## src/rtl/v_query_sched_if.sv

```systemverilog
// v_query_sched_if: shared types (v_pkg) and the bundled host-query,
// update-grant, query-pipe issue and S1 response signals of v_query_sched.
// The scheduler takes the slave modport; the host/pipe side takes master.

package v_pkg;
    typedef logic [15:0] id_t;
    typedef logic [3:0]  level_t;
    typedef logic [7:0]  listsize_t;
endpackage

interface v_query_sched_if;
    import v_pkg::*;

    logic      i_qry_vld;
    id_t       i_qry_prod_id;
    level_t    i_qry_level;
    logic      o_qry_rdy;
    logic      i_upd_vld;
    logic      o_upd_rdy;
    logic      o_rd_sel;
    logic      o_lut_vld;
    id_t       o_lut_prod_id;
    level_t    o_lut_level;
    logic      i_lut_error;
    listsize_t i_lut_listsize;
    logic      o_rsp_vld;
    logic      o_rsp_busy;

    modport slave (
        input  i_qry_vld, i_qry_prod_id, i_qry_level,
        output o_qry_rdy,
        input  i_upd_vld,
        output o_upd_rdy, o_rd_sel,
        output o_lut_vld, o_lut_prod_id, o_lut_level,
        input  i_lut_error, i_lut_listsize,
        output o_rsp_vld, o_rsp_busy
    );

    modport master (
        output i_qry_vld, i_qry_prod_id, i_qry_level,
        input  o_qry_rdy,
        output i_upd_vld,
        input  o_upd_rdy, o_rd_sel,
        input  o_lut_vld, o_lut_prod_id, o_lut_level,
        output i_lut_error, i_lut_listsize,
        input  o_rsp_vld, o_rsp_busy
    );
endinterface

```

## src/rtl/v_query_sched.sv

```systemverilog
// v_query_sched: buffers host list queries in a 2-entry FIFO and arbitrates
// the shared state-table read port between update S0 reads and query issues.
// Updates have priority; a starvation counter forces a waiting query through
// after STARVE_MAX lost cycles. Issued queries are tracked into S1 to qualify
// the response. Optional busy-retry path: define V_QRY_SCHED_RETRY_EN.

module v_query_sched #(
    parameter int unsigned STARVE_MAX = 4,
    parameter int unsigned RETRY_MAX  = 3
) (
    input logic            clk,
    input logic            rst_n,
    v_query_sched_if.slave q
);
    import v_pkg::*;

    typedef struct packed {
        id_t    id;
        level_t level;
    } entry_t;

    if (STARVE_MAX < 1 || STARVE_MAX > 15 || RETRY_MAX > 14) begin : g_param_check
        $error("v_query_sched: STARVE_MAX must be 1..15 and RETRY_MAX 0..14");
    end

    entry_t     fifo_mem [2];
    logic       wr_ptr;
    logic       rd_ptr;
    logic [1:0] fifo_cnt;
    logic       fifo_full;
    logic       fifo_empty;
    logic       push;
    logic       pop;

    entry_t     cand;
    logic       cand_vld;
    logic       starve_force;
    logic       qry_grant;
    logic [3:0] starve_cnt;

    logic       s1_vld;
    logic       busy;

`ifdef V_QRY_SCHED_RETRY_EN
    entry_t     s1_ent;
    logic [3:0] s1_retry_cnt;
    logic       retry_vld;
    entry_t     retry_ent;
    logic [3:0] retry_cnt;
    logic       retry_free;
    logic       retry_take;
`endif

    assign fifo_full  = (fifo_cnt == 2'd2);
    assign fifo_empty = (fifo_cnt == 2'd0);
    assign push       = q.i_qry_vld & ~fifo_full;

    // Candidate selection: a pending retry preempts the FIFO head.
    always_comb begin
        cand_vld = ~fifo_empty;
        cand     = fifo_mem[rd_ptr];
`ifdef V_QRY_SCHED_RETRY_EN
        if (retry_vld) begin
            cand_vld = 1'b1;
            cand     = retry_ent;
        end
`endif
    end

    assign starve_force = (starve_cnt == 4'(STARVE_MAX));
    assign qry_grant    = cand_vld & (~q.i_upd_vld | starve_force);

`ifdef V_QRY_SCHED_RETRY_EN
    assign pop = qry_grant & ~retry_vld;
`else
    assign pop = qry_grant;
`endif

    // FIFO storage; contents need no reset since occupancy qualifies them.
    always_ff @(posedge clk) begin
        if (push) begin
            fifo_mem[wr_ptr] <= '{id: q.i_qry_prod_id, level: q.i_qry_level};
        end
    end

    // FIFO pointers and occupancy.
    always_ff @(posedge clk or negedge rst_n) begin
        if (!rst_n) begin
            wr_ptr   <= 1'b0;
            rd_ptr   <= 1'b0;
            fifo_cnt <= '0;
        end else begin
            if (push) wr_ptr <= ~wr_ptr;
            if (pop)  rd_ptr <= ~rd_ptr;
            case ({push, pop})
                2'b10:   fifo_cnt <= fifo_cnt + 2'd1;
                2'b01:   fifo_cnt <= fifo_cnt - 2'd1;
                default: fifo_cnt <= fifo_cnt;
            endcase
        end
    end

    // Starvation counter: counts cycles a waiting candidate loses to updates.
    always_ff @(posedge clk or negedge rst_n) begin
        if (!rst_n) begin
            starve_cnt <= '0;
        end else if (qry_grant || !cand_vld) begin
            starve_cnt <= '0;
        end else if (!starve_force) begin
            starve_cnt <= starve_cnt + 4'd1;
        end
    end

    // S1 tracking of the query issued last cycle.
    always_ff @(posedge clk or negedge rst_n) begin
        if (!rst_n) begin
            s1_vld <= 1'b0;
        end else begin
            s1_vld <= qry_grant;
        end
    end

    assign busy = q.i_lut_error & (q.i_lut_listsize != '0);

`ifdef V_QRY_SCHED_RETRY_EN
    // A second busy query may land in S1 while the retry slot still holds an
    // unissued entry; that query is answered busy instead of overwriting it.
    assign retry_free = ~retry_vld | qry_grant;
    assign retry_take = s1_vld & busy & (s1_retry_cnt < 4'(RETRY_MAX)) & retry_free;

    // S1 copy of the issued entry and its attempt count.
    always_ff @(posedge clk or negedge rst_n) begin
        if (!rst_n) begin
            s1_ent       <= '0;
            s1_retry_cnt <= '0;
        end else if (qry_grant) begin
            s1_ent       <= cand;
            s1_retry_cnt <= retry_vld ? retry_cnt : 4'd0;
        end
    end

    // Single-entry retry register fed by busy S1 results.
    always_ff @(posedge clk or negedge rst_n) begin
        if (!rst_n) begin
            retry_vld <= 1'b0;
            retry_ent <= '0;
            retry_cnt <= '0;
        end else if (retry_take) begin
            retry_vld <= 1'b1;
            retry_ent <= s1_ent;
            retry_cnt <= s1_retry_cnt + 4'd1;
        end else if (qry_grant && retry_vld) begin
            retry_vld <= 1'b0;
        end
    end

    assign q.o_rsp_vld = s1_vld & ~retry_take;
`else
    assign q.o_rsp_vld = s1_vld;
`endif

    assign q.o_rsp_busy    = busy & q.o_rsp_vld;
    assign q.o_qry_rdy     = ~fifo_full;
    assign q.o_upd_rdy     = q.i_upd_vld & ~qry_grant;
    assign q.o_rd_sel      = qry_grant;
    assign q.o_lut_vld     = qry_grant;
    assign q.o_lut_prod_id = cand.id;
    assign q.o_lut_level   = cand.level;

endmodule

```

## src/flat_wrapper.sv

```systemverilog
// flat-port wrapper written by rule: the top's interface ports become plain ports
module v_query_sched_flat import v_pkg::*;
#(
    parameter int unsigned STARVE_MAX = 4,
    parameter int unsigned RETRY_MAX  = 3
)
  (clk, rst_n, q_i_qry_vld, q_i_qry_prod_id, q_i_qry_level, q_o_qry_rdy, q_i_upd_vld, q_o_upd_rdy, q_o_rd_sel, q_o_lut_vld, q_o_lut_prod_id, q_o_lut_level, q_i_lut_error, q_i_lut_listsize, q_o_rsp_vld, q_o_rsp_busy);
  v_query_sched_if q_i ();
  input logic clk;
  input logic rst_n;
  input wire logic [$bits(q_i.i_qry_vld)-1:0] q_i_qry_vld;
  input wire logic [$bits(q_i.i_qry_prod_id)-1:0] q_i_qry_prod_id;
  input wire logic [$bits(q_i.i_qry_level)-1:0] q_i_qry_level;
  output wire logic [$bits(q_i.o_qry_rdy)-1:0] q_o_qry_rdy;
  input wire logic [$bits(q_i.i_upd_vld)-1:0] q_i_upd_vld;
  output wire logic [$bits(q_i.o_upd_rdy)-1:0] q_o_upd_rdy;
  output wire logic [$bits(q_i.o_rd_sel)-1:0] q_o_rd_sel;
  output wire logic [$bits(q_i.o_lut_vld)-1:0] q_o_lut_vld;
  output wire logic [$bits(q_i.o_lut_prod_id)-1:0] q_o_lut_prod_id;
  output wire logic [$bits(q_i.o_lut_level)-1:0] q_o_lut_level;
  input wire logic [$bits(q_i.i_lut_error)-1:0] q_i_lut_error;
  input wire logic [$bits(q_i.i_lut_listsize)-1:0] q_i_lut_listsize;
  output wire logic [$bits(q_i.o_rsp_vld)-1:0] q_o_rsp_vld;
  output wire logic [$bits(q_i.o_rsp_busy)-1:0] q_o_rsp_busy;
  assign q_i.i_qry_vld = q_i_qry_vld;
  assign q_i.i_qry_prod_id = q_i_qry_prod_id;
  assign q_i.i_qry_level = q_i_qry_level;
  assign q_o_qry_rdy = q_i.o_qry_rdy;
  assign q_i.i_upd_vld = q_i_upd_vld;
  assign q_o_upd_rdy = q_i.o_upd_rdy;
  assign q_o_rd_sel = q_i.o_rd_sel;
  assign q_o_lut_vld = q_i.o_lut_vld;
  assign q_o_lut_prod_id = q_i.o_lut_prod_id;
  assign q_o_lut_level = q_i.o_lut_level;
  assign q_i.i_lut_error = q_i_lut_error;
  assign q_i.i_lut_listsize = q_i_lut_listsize;
  assign q_o_rsp_vld = q_i.o_rsp_vld;
  assign q_o_rsp_busy = q_i.o_rsp_busy;
  v_query_sched #(.STARVE_MAX(STARVE_MAX), .RETRY_MAX(RETRY_MAX)) u_core (.clk(clk), .rst_n(rst_n), .q(q_i));
endmodule
```

## config.mk

```make
export PLATFORM = sky130hd
export DESIGN_NAME = v_query_sched_flat
export DESIGN_NICKNAME = d
export VERILOG_FILES = /design/src/rtl/v_query_sched_if.sv /design/src/rtl/v_query_sched.sv /design/src/flat_wrapper.sv
export SDC_FILE = /design/constraint.sdc
export NUM_CORES = 1
export LEC_CHECK = 0
export ABC_AREA = 0
export CAP_MARGIN = 30
export CORE_UTILIZATION = 45
export CTS_CLUSTER_DIAMETER = 80
export CTS_CLUSTER_SIZE = 8
export DETAILED_ROUTE_END_ITERATION = 7
export PLACE_DENSITY_LB_ADDON = 0.2
export SETUP_SLACK_MARGIN = 0.4
export SKIP_CTS_REPAIR_TIMING = 1
export SLEW_MARGIN = 5
export SYNTH_ARGS = -nofsm -noshare
export SYNTH_HDL_FRONTEND = slang
export SYNTH_SLANG_ARGS = --single-unit
```

## constraint.sdc

```tcl
create_clock -name clk -period 2.25 [get_ports clk]
set_clock_uncertainty 0.1 [all_clocks]
set_input_delay 0.3375 -clock clk [delete_from_list [all_inputs] [get_ports clk]]
set_output_delay 0.3375 -clock clk [all_outputs]
set_load 0.01 [all_outputs]
```

==> results.tsv <==
metric	value	unit
CTS H-tree lvls	2	
first-pass iteration count of the detailed router	6	
Setup violations, final	0	
flops & latches, synth	49	
Syn Area/Cell	18.1	um2
final worst-path cycle share	84.4	%
NetSw	0.906	mW
violated checks	design-rule violations	
Yosys top cell area share	63.7	%
Post-Syn Area	0.00189	mm2
Buf+Inv Stages, Crit Path	2	
Post-synth EDFFs	40	
Sw Share	27.9	%
CTS sink count	49	
vias per cell	4.84	
Comb power frac	40.9	%
syn_nets	140	
Max-slew headroom	73.2	%
PwrDens	1160	mW/mm2
dominant cells by area after synthesis	edfxtp_1 64%, dfrtp_1 12%, mux2_2 12%, ha_1 2.0%, xnor2_1 1.9%	
Yosys warnings	0	
Synth Instances	104	
DP HPWL	2.23	mm
Congestion Overflow GR	0	
Critical Path AT	1.46	ns
FF-to-FF Start	u_core.starve_cnt[1]	
post-route ant nets	0	
clock latency on the worst-skew pair	0.29	ns
number of global-route vias before repair	1125	
min cycle time layout	1.90	ns
worst slack, placed	0.115	ns
synth cell count leaders	40 x edfxtp_1, 20 x mux2_2, 9 x dfrtp_1, 7 x nor2_1, 4 x xnor2_1	
1st-iter DRT viols	49	
Max Cap Viol	0	
chip width	66.8	um
largest net degree at the start of global routing	21	
sequential share of the synthesized area	75.6	%
reg2reg setup slack	0.49	ns
status	finished with violations	
register share of total power	41.1	%
area of the core	0.00400	mm2
I/O pin cnt	59	
Die Y-Extent	66.8	um
area delta synth->final	48.2	%
CTS root buf	clkbuf_8	
Async SR Flop Fraction	18.4	%
Max Transition Viols Final	0	
CP peak stage delay	0.42	ns
Tot GR Track Use	15.9	%
Worst Setup Slack, final	0.351	ns
Inserted Diodes	0	
R2R depth	9	
largest delay contributor family on the critical path	flip-flops	
clock slew at reported path FFs	0.08	ns
Nets	214	
most frequent cell after synthesis	edfxtp_1	
port bufs	58	
Vias	1109	
initial antenna violation count	0	
Inserted Clock Buffers	5	
Post-Route WL	3.42	mm
worst reg2reg path endpoint	u_core.fifo_cnt[1]	
nature of the critical path endpoint	primary output	
overall power	3.25	mW
Worst-Margin Slew	0.401	ns
RD Place Congestion	0.684	
critical path cell sequence	inv_2 -> ha_4 -> nand3b_1 -> a21oi_2 -> nor2b_1 -> clkbuf_2	
Die ar.	0.00446	mm2
Crit Path Max Fanout	4	
Core Rows	23	
TritonCTS clock tree	built	
Hold WC Path Type	input port to asynchronous set/reset pin	
share of cells above drive strength 1	33.0	%
internal power	2.34	mW
Hold Vio Cnt, Final	0	
Peak supply drop	0.752	mV
Slowest-stage cell, CP	dfrtp_1	
smallest hold slack	0.234	ns
first-pass GRT wire length	4.98	mm
Initial Util	47.2	%
worst endpoint required time	1.81	ns
Yosys top cell by area	edfxtp_1	
leakage power	1.15	nW
DR WL/cell	14.9	um
Clock Tree Buf Depth	2	
Yosys cell types	19	
fmax	527	MHz
Worst Setup Path Type	register to primary output	
Startpoint Class	register	
DRC	2	
RSZ-0062 raised after global routing	true	
Post-synth top flop	edfxtp_1	
filler instances	253	
clock network power share	18.0	%
## layout make-up
| type | count | area [um2] | share of cell area [%] |
|---|---|---|---|
| inverter | 3 | 11.3 | 0.403 |
| sequential | 49 | 1430 | 51.1 |
| clock buffer | 6 | 72.6 | 2.60 |
| multi-input combinational | 49 | 467 | 16.7 |
| clock inverter | 2 | 33.8 | 1.21 |
| timing repair buffer | 70 | 721 | 25.8 |
| tap | 50 | 62.6 | 2.24 |
## layer usage
metal | vias up | part of all wire [%] | track usage (%)
li1 | 530 | - | -
met4 | 0 | 0.53 | 5.59
met2 | 38 | 53 | 27.4
met1 | 539 | 39 | 18.1
met5 | - | 0 | 0
met3 | 2 | 6.8 | 5.82
## how the worst max path moves through the flow
stage	depth (start not counted)	start	to	slack, ns
5_1_grt	6	u_core.starve_cnt[1]	q_o_upd_rdy	0.27
6_report	6	u_core.starve_cnt[1]	q_o_upd_rdy	0.35
3_3_place_gp	4	q_i_lut_listsize[1]	q_o_rsp_busy	0.17
2_1_floorplan	3	u_core.fifo_cnt[0]	u_core.fifo_mem[0][0]	0.50
3_5_place_dp	4	q_i_lut_listsize[5]	q_o_rsp_busy	0.11
4_1_cts	5	u_core.starve_cnt[0]	q_o_lut_vld	-0.02
## cells in the final DEF, fill, tap and decap left out, types with 2 or more instances in the layout
master	n
buf_4	7
buf_6	6
xnor2_1	3
xor2_1	3
dfrtp_2	2
nand3b_1	2
nor2_2	2
ha_4	2
edfxtp_1	40
clkbuf_8	5
dlymetal6s2s_1	14
nand2_1	2
clkdlybuf4s50_1	33
dfrtp_1	7
clkbuf_2	6
nor2_1	5
mux2_2	20
inv_1	2
## flip-flops by register name (all words and copies together) (netlist names)
register,cells
u_core.fifo_mem,40
u_core.wr_ptr,1
u_core.rd_ptr,1
u_core.fifo_cnt,2
u_core.q.o_rsp_vld,1
u_core.starve_cnt,4
## logic make-up after synthesis
kind of cell | synth area share [%]
adder cells (fa/ha/maj) | 1.99
AO/OA/AOI/OAI | 0.729
AND/OR/NAND/NOR | 4.51
XOR/XNOR | 3.25
buffers and inverters | 1.99
multiplexers | 11.9
flip-flops | 75.6
## power groups by stage
stage / sequential (mW) / combinational, mW / clock, mW
floorplan: 1.33 / 0.626 / 0
global placement: 1.32 / 1.16 / 0
detailed placement: 1.34 / 1.18 / 0
CTS: 1.32 / 1.19 / 0.608
global route: 1.36 / 1.45 / 0.637
finish: 1.33 / 1.33 / 0.586
## through the flow
stage	setup TNS [ns]	cells	cell area (um2)	utilization, %
2_1_floorplan	0	104	1890	-
3_3_place_gp	0	214	2540	63.6
3_5_place_dp	0	214	2540	63.6
4_1_cts	-0.0451	222	2650	66.2
5_1_grt	0	229	2800	69.9
6_report	0	229	2800	69.9
## worst register-to-register path, cell delays in order (launching register included)
cell and delay (ns):
dfrtp_1 0.42, inv_2 0.08, ha_4 0.12, nand3b_1 0.11, a21oi_2 0.21, buf_4 0.16
ha_4 0.14, xnor2_2 0.11, nor2_2 0.06, xor2_1 0.13
(Power assumes the default switching activity.)
